<file path="config.mk">
export PLATFORM = sky130hd
export DESIGN_NAME = radix_div_unit
export DESIGN_NICKNAME = d
export VERILOG_FILES = /design/src/rtl/riscv_core_pkg.sv /design/src/rtl/radix_div_unit_div_step.sv /design/src/rtl/radix_div_unit.sv
export SDC_FILE = /design/constraint.sdc
export NUM_CORES = 1
export LEC_CHECK = 0
export BUFFER_PORTS_ARGS = -buffer_cell sky130_fd_sc_hd__buf_2
export CAP_MARGIN = 20
export CORE_MARGIN = 3
export CORE_UTILIZATION = 40
export DETAILED_ROUTE_END_ITERATION = 7
export GPL_TIMING_DRIVEN = 0
export PLACE_DENSITY_LB_ADDON = 0.3
export SLEW_MARGIN = 0
export SYNTH_ARGS = -nofsm -noshare
export SYNTH_HDL_FRONTEND = slang
export SYNTH_SLANG_ARGS = --single-unit
</file>
<file path="constraint.sdc">
create_clock -name clk_i -period 4.95 [get_ports clk_i]
set_input_delay 0.7425 -clock clk_i [delete_from_list [all_inputs] [get_ports clk_i]]
set_output_delay 0.7425 -clock clk_i [all_outputs]
set_load 0.01 [all_outputs]
</file>
<file path="src/rtl/riscv_core_pkg.sv">
// Shared types for the execute-stage divider: operation codes, FSM states
// and small decode helpers.
package riscv_core_pkg;

  localparam int DIV_OP_W = 2;

  typedef enum logic [DIV_OP_W-1:0] {
    DIV  = 2'b00,
    DIVU = 2'b01,
    REM  = 2'b10,
    REMU = 2'b11
  } div_op_e;

  typedef enum logic [1:0] {
    IDLE = 2'b00,
    CALC = 2'b01,
    DONE = 2'b10
  } div_state_e;

  // True for the two-operand-signed operations (DIV, REM).
  function automatic logic op_is_signed(input div_op_e op);
    return (op == DIV) || (op == REM);
  endfunction

  // True when the operation returns the remainder instead of the quotient.
  function automatic logic op_is_rem(input div_op_e op);
    return (op == REM) || (op == REMU);
  endfunction

endpackage

</file>
<file path="src/rtl/radix_div_unit_div_step.sv">
// One restoring-division step: shift the next dividend bit into the partial
// remainder, trial-subtract the divisor and keep the difference only when it
// does not borrow. The new quotient bit enters at the LSB.
module div_step #(
  parameter int XLEN = 32
) (
  input  logic [XLEN-1:0] rem_i,
  input  logic [XLEN-1:0] quo_i,
  input  logic [XLEN-1:0] divisor_i,
  output logic [XLEN-1:0] rem_o,
  output logic [XLEN-1:0] quo_o
);

  logic [XLEN:0]   shifted_s;
  logic [XLEN-1:0] diff_s;

  // Shift-subtract-select for a single quotient bit.
  always_comb begin
    shifted_s = {rem_i, quo_i[XLEN-1]};
    // The partial remainder stays below the divisor, so the difference fits in XLEN bits.
    diff_s    = shifted_s[XLEN-1:0] - divisor_i;
    if (shifted_s >= {1'b0, divisor_i}) begin
      rem_o = diff_s;
      quo_o = {quo_i[XLEN-2:0], 1'b1};
    end else begin
      rem_o = shifted_s[XLEN-1:0];
      quo_o = {quo_i[XLEN-2:0], 1'b0};
    end
  end

endmodule

</file>
<file path="src/rtl/radix_div_unit.sv">
// Iterative radix-2^BITS_PER_CYCLE integer divider with valid/ready handshakes,
// tag passthrough, flush, and single-cycle handling of the RISC-V divide-by-zero
// and signed-overflow cases.
module radix_div_unit
  import riscv_core_pkg::*;
#(
  parameter int XLEN           = 32,
  parameter int BITS_PER_CYCLE = 1,
  parameter int TAG_W          = 5
) (
  input  logic                clk_i,
  input  logic                rst_i,
  input  logic                flush_i,
  input  logic                in_valid_i,
  output logic                in_ready_o,
  input  logic [DIV_OP_W-1:0] op_i,
  input  logic [XLEN-1:0]     operand_a_i,
  input  logic [XLEN-1:0]     operand_b_i,
  input  logic [TAG_W-1:0]    tag_i,
  output logic                out_valid_o,
  input  logic                out_ready_i,
  output logic [XLEN-1:0]     result_o,
  output logic [TAG_W-1:0]    tag_o,
  output logic                div_by_zero_o,
  output logic                busy_o
);

  localparam int STEPS = XLEN / BITS_PER_CYCLE;
  localparam int CNT_W = $clog2(STEPS);
  localparam logic [XLEN-1:0] ALL_ONES = {XLEN{1'b1}};
  localparam logic [XLEN-1:0] INT_MIN  = {1'b1, {(XLEN-1){1'b0}}};

  div_state_e       state_q, state_d;
  div_op_e          op_q, op_d;
  logic [TAG_W-1:0] tag_q, tag_d;
  logic [XLEN-1:0]  rem_q, rem_d;
  logic [XLEN-1:0]  quo_q, quo_d;
  logic [XLEN-1:0]  dvs_q, dvs_d;
  logic             neg_quo_q, neg_quo_d;
  logic             neg_rem_q, neg_rem_d;
  logic [CNT_W-1:0] cnt_q, cnt_d;
  logic [XLEN-1:0]  result_q, result_d;
  logic             dbz_q, dbz_d;

  // Request decode, computed straight from the input operands.
  div_op_e         op_in_s;
  logic            in_signed_s, a_neg_s, b_neg_s, ovf_s, accept_s;
  logic [XLEN-1:0] a_mag_s, b_mag_s, quo_fix_s, rem_fix_s;

  assign op_in_s     = div_op_e'(op_i);
  assign in_signed_s = op_is_signed(op_in_s);
  assign a_neg_s     = in_signed_s & operand_a_i[XLEN-1];
  assign b_neg_s     = in_signed_s & operand_b_i[XLEN-1];
  assign a_mag_s     = a_neg_s ? -operand_a_i : operand_a_i;
  assign b_mag_s     = b_neg_s ? -operand_b_i : operand_b_i;
  assign ovf_s       = in_signed_s && (operand_a_i == INT_MIN) && (operand_b_i == ALL_ONES);

  assign in_ready_o = !flush_i && ((state_q == IDLE) || ((state_q == DONE) && out_ready_i));
  assign accept_s   = in_valid_i && in_ready_o;

  // Chain of combinational steps retiring BITS_PER_CYCLE quotient bits per clock.
  logic [XLEN-1:0] rem_chain_s [BITS_PER_CYCLE+1];
  logic [XLEN-1:0] quo_chain_s [BITS_PER_CYCLE+1];

  assign rem_chain_s[0] = rem_q;
  assign quo_chain_s[0] = quo_q;

  for (genvar g = 0; g < BITS_PER_CYCLE; g++) begin : g_step
    div_step #(.XLEN(XLEN)) u_step (
      .rem_i     (rem_chain_s[g]),
      .quo_i     (quo_chain_s[g]),
      .divisor_i (dvs_q),
      .rem_o     (rem_chain_s[g+1]),
      .quo_o     (quo_chain_s[g+1])
    );
  end

  // Sign fix-up applied to the final step's outputs.
  assign quo_fix_s = neg_quo_q ? -quo_chain_s[BITS_PER_CYCLE] : quo_chain_s[BITS_PER_CYCLE];
  assign rem_fix_s = neg_rem_q ? -rem_chain_s[BITS_PER_CYCLE] : rem_chain_s[BITS_PER_CYCLE];

  // Next-state and datapath update: flush, then accept, then per-state work.
  always_comb begin
    state_d   = state_q;
    op_d      = op_q;
    tag_d     = tag_q;
    rem_d     = rem_q;
    quo_d     = quo_q;
    dvs_d     = dvs_q;
    neg_quo_d = neg_quo_q;
    neg_rem_d = neg_rem_q;
    cnt_d     = cnt_q;
    result_d  = result_q;
    dbz_d     = dbz_q;
    if (flush_i) begin
      state_d = IDLE;
    end else if (accept_s) begin
      op_d      = op_in_s;
      tag_d     = tag_i;
      rem_d     = {XLEN{1'b0}};
      quo_d     = a_mag_s;
      dvs_d     = b_mag_s;
      neg_quo_d = a_neg_s ^ b_neg_s;
      neg_rem_d = a_neg_s;
      cnt_d     = CNT_W'(STEPS - 1);
      if (operand_b_i == {XLEN{1'b0}}) begin
        state_d  = DONE;
        result_d = op_is_rem(op_in_s) ? operand_a_i : ALL_ONES;
        dbz_d    = 1'b1;
      end else if (ovf_s) begin
        state_d  = DONE;
        result_d = op_is_rem(op_in_s) ? {XLEN{1'b0}} : INT_MIN;
        dbz_d    = 1'b0;
      end else begin
        state_d  = CALC;
        dbz_d    = 1'b0;
      end
    end else begin
      case (state_q)
        IDLE: begin
          state_d = IDLE;
        end
        CALC: begin
          rem_d = rem_chain_s[BITS_PER_CYCLE];
          quo_d = quo_chain_s[BITS_PER_CYCLE];
          if (cnt_q == {CNT_W{1'b0}}) begin
            state_d  = DONE;
            result_d = op_is_rem(op_q) ? rem_fix_s : quo_fix_s;
          end else begin
            cnt_d = cnt_q - CNT_W'(1);
          end
        end
        DONE: begin
          if (out_ready_i) begin
            state_d = IDLE;
          end else begin
            state_d = DONE;
          end
        end
        default: begin
          state_d = IDLE;
        end
      endcase
    end
  end

  // FSM state register.
  always_ff @(posedge clk_i or posedge rst_i) begin
    if (rst_i) begin
      state_q <= IDLE;
    end else begin
      state_q <= state_d;
    end
  end

  // Datapath and result registers.
  always_ff @(posedge clk_i or posedge rst_i) begin
    if (rst_i) begin
      op_q      <= DIV;
      tag_q     <= {TAG_W{1'b0}};
      rem_q     <= {XLEN{1'b0}};
      quo_q     <= {XLEN{1'b0}};
      dvs_q     <= {XLEN{1'b0}};
      neg_quo_q <= 1'b0;
      neg_rem_q <= 1'b0;
      cnt_q     <= {CNT_W{1'b0}};
      result_q  <= {XLEN{1'b0}};
      dbz_q     <= 1'b0;
    end else begin
      op_q      <= op_d;
      tag_q     <= tag_d;
      rem_q     <= rem_d;
      quo_q     <= quo_d;
      dvs_q     <= dvs_d;
      neg_quo_q <= neg_quo_d;
      neg_rem_q <= neg_rem_d;
      cnt_q     <= cnt_d;
      result_q  <= result_d;
      dbz_q     <= dbz_d;
    end
  end

  assign out_valid_o   = (state_q == DONE);
  assign busy_o        = (state_q != IDLE);
  assign result_o      = result_q;
  assign tag_o         = tag_q;
  assign div_by_zero_o = dbz_q;

endmodule
</file>
==> results.txt <==
Netlist cell types -> 78
Fin util -> 0.491
EDFF count, synth -> 0
DP HPWL -> 34800 um
Pwr Density -> 594 mW/mm^2
Via count -> 12900
Global-route wire length before repair -> 70200 um
GPL Wtd Cong -> 0.966
Largest net degree at the start of global routing -> 82
CP delay by family, top -> compound AO/OA/AOI/OAI gates
Clock insertion delay at the later pin of the skew report -> 0.45 ns
Die Y -> 179 um
CTS root buf -> clkbuf_16
ANT nets after route -> 0
Mapped Avg Cell Area -> 7.64 um^2
Crit path largest cell delay -> 0.44 ns
Global route overflow -> 0
Worst Tran Pin Value -> 1.18 ns
Diode count -> 0
Initial antenna violation count -> 0
Ratio of cells with drive above 1 in the final layout -> 0.149
CTS tree -> built
Initial drt markers -> 1382
Vias in the first global route -> 12200
Die X -> 179 um
Leakage -> 0.00602 uW
Clock Skew -> 0.0110 ns
CTS Buf Count -> 17
Total Routing Usage GR -> 0.285
Final Slew Violations -> 0
Hold Buf Count CTS -> 0
Maximum clock frequency -> 207 MHz
Clk slew on worst S/H paths -> 0.07 ns
CTS H-tree lvls -> 4
Worst path bufs/invs -> 4
Final std cells w/o fill -> 2119
Die ar. -> 0.0320 mm^2
Final setup fails -> 0
DRT Pass-1 Iters -> 6
CP required -> 5.29 ns
Drc violations -> 0
Most common cell after layout, fill and taps aside -> nand2_1
Synthesized area -> 0.0120 mm^2
Sequential-to-total area share from yosys stat -> 0.301
Period utilisation layout -> 0.976
Core region area -> 0.0291 mm^2
Outcome -> finished clean
Cell breakdown of the critical path -> ha_1 > buf_4 > a21o_1 > a31o_1 > a21o_1 > o31ai_4 > nand3_4 > inv_6 > clkbuf_4 > clkbuf_4 > ha_1 > nand2b_1 > or3_1 > o31ai_1 > xor2_1 > nor2_1 > a21oi_1 > o21ai_0 > mux2_2
FF+latch count, synth -> 144
Average wire per standard cell -> 21.5 um
Critical path class -> reg2reg
Cells after DPL -> 2069
Commonest cells after routing, fill and taps aside -> nand2_1 (228), nor2_1 (151), o21ai_0 (142), dfrtp_1 (139), buf_2 (121)
Syn_nets -> 1686
I/O Buffers -> 116
Max cap viols -> 0
Nets@finish -> 1841
Min Tclk post-route -> 4.83 ns
Share of synthesized registers carrying an async set or reset -> 1.00
CTS sink count -> 144
Crit path DAT -> 5.16 ns
Num rows -> 62
Fillers -> 2865
Area of the multi-input gates -> 0.00814 mm^2
Routed WL -> 45500 um
Peak supply drop -> 0.000260 V
Final hold vios -> 0
Worst Path Max Fanout -> 19
Synthesis Warnings -> 0
FF/Latch Area -> 0.00361 mm^2
I/O pin count -> 117
Post-Syn Instances -> 1567
Unrepaired setup endpoints after global routing -> yes
Slew HR -> 0.206
Dominant synthesized flop cell -> dfrtp_1
Syn-to-layout area delta -> 19.2%
Critical path startpoint category -> flop
Starting Density -> 0.411
Crit end category -> flop
Vias per cell -> 6.10
Slowest-stage cell, CP -> dfrtp_2
Clock Tree Buf Depth -> 2
Type of the tightest min-delay check -> in2async
[state kept, by name, indices dropped and copies added (netlist names), 2 cells and up]
name,cells
dvs_q,32
rem_q,32
result_o,32
cnt_q,5
tag_o,5
state_q,2
quo_q,32
[where the power goes]
group	internal (uW)	switching, uW	total [uW]
registers	1470	333	1800
clock network	774	647	1420
logic	1910	3340	5250
total	4160	4320	8470
[final cells by class]
class                   count  share of cell area
well taps                 384              0.0337
flip-flops and latches    144               0.253
repair buffers            138              0.0538
clock buffers              17              0.0298
clock inverters            15              0.0135
multi-input cells        1269               0.571
plain buffers              86              0.0276
inverters                  66              0.0181
[metrics by stage]
| stage | area, um^2 | setup TNS [ns] | setup WS, ns | total power [uW] | hold WS (ns) |
|---|---|---|---|---|---|
| after floorplan | 12000 | 0 | 0.286 | 4980 | 0.450 |
| after global placement | 13000 | -250.08 | -1.92 | 6370 | 0.458 |
| after global routing | 14300 | -0.100 | -0.0308 | 9020 | 0.432 |
| after detailed placement | 13100 | -22.25 | -1.93 | 6420 | 0.462 |
| final | 14300 | 0 | 0.121 | 8470 | 0.389 |
| after CTS | 13900 | 0 | 0.00231 | 8070 | 0.419 |
[logic make-up (layout without fill, tap and decap cells)]
family	Yosys count	count (layout)	share of synthesized area
and+or+nand+nor	584	584	0.227
DFF	144	144	0.301
xor gates and xnor gates	142	142	0.105
AOI/OAI and AO/OA	484	484	0.258
muxes	16	16	0.0136
buffers and inverters	154	322	0.0495
adders and majority gates	43	43	0.0456
[worst paths after layout]
kind	startpoint	cells past startpoint	slack (ns)	end
max	rem_q[7]	19	0.12	result_o[10]
min	rst_i	2	0.39	dvs_q[0]
max reg2reg	rem_q[7]	19	0.12	result_o[10]
min reg2reg	result_o[6]	1	0.48	result_o[6]
max in group asynchronous	rst_i	3	3.67	rem_q[9]
min in group clk_i	result_o[6]	1	0.48	result_o[6]
[routing by layer]
metal | vias up | wire length [um] | global-route usage
li1 | 5939 | - | -
met1 | 6237 | 19500 | 0.404
met2 | 639 | 20000 | 0.426
met3 | 112 | 4320 | 0.0601
met4 | 0 | 1710 | 0.107
met5 | - | 0 | 0
[cell usage after synthesis, types with 35 or more instances]
library cell,n,area share
a21oi_1,99,0.041
a31oi_1,47,0.025
clkbuf_1,67,0.021
dfrtp_1,144,0.30
ha_1,42,0.044
inv_1,65,0.020
nand2_1,228,0.071
nor2_1,151,0.047
nor3_1,35,0.015
o21ai_0,144,0.060
xnor2_1,84,0.061
xor2_1,57,0.042
[timing repair]
action | 4_1_cts | 5_1_grt
resized for setup | 47 | 49
setup buffers | 4 | 16
pin swaps | 8 | 17
endpoints found under the hold margin | 0 | 0
endpoints found under the setup margin | 21 | 11
No activity file was read; power rests on OpenSTA's default activity.
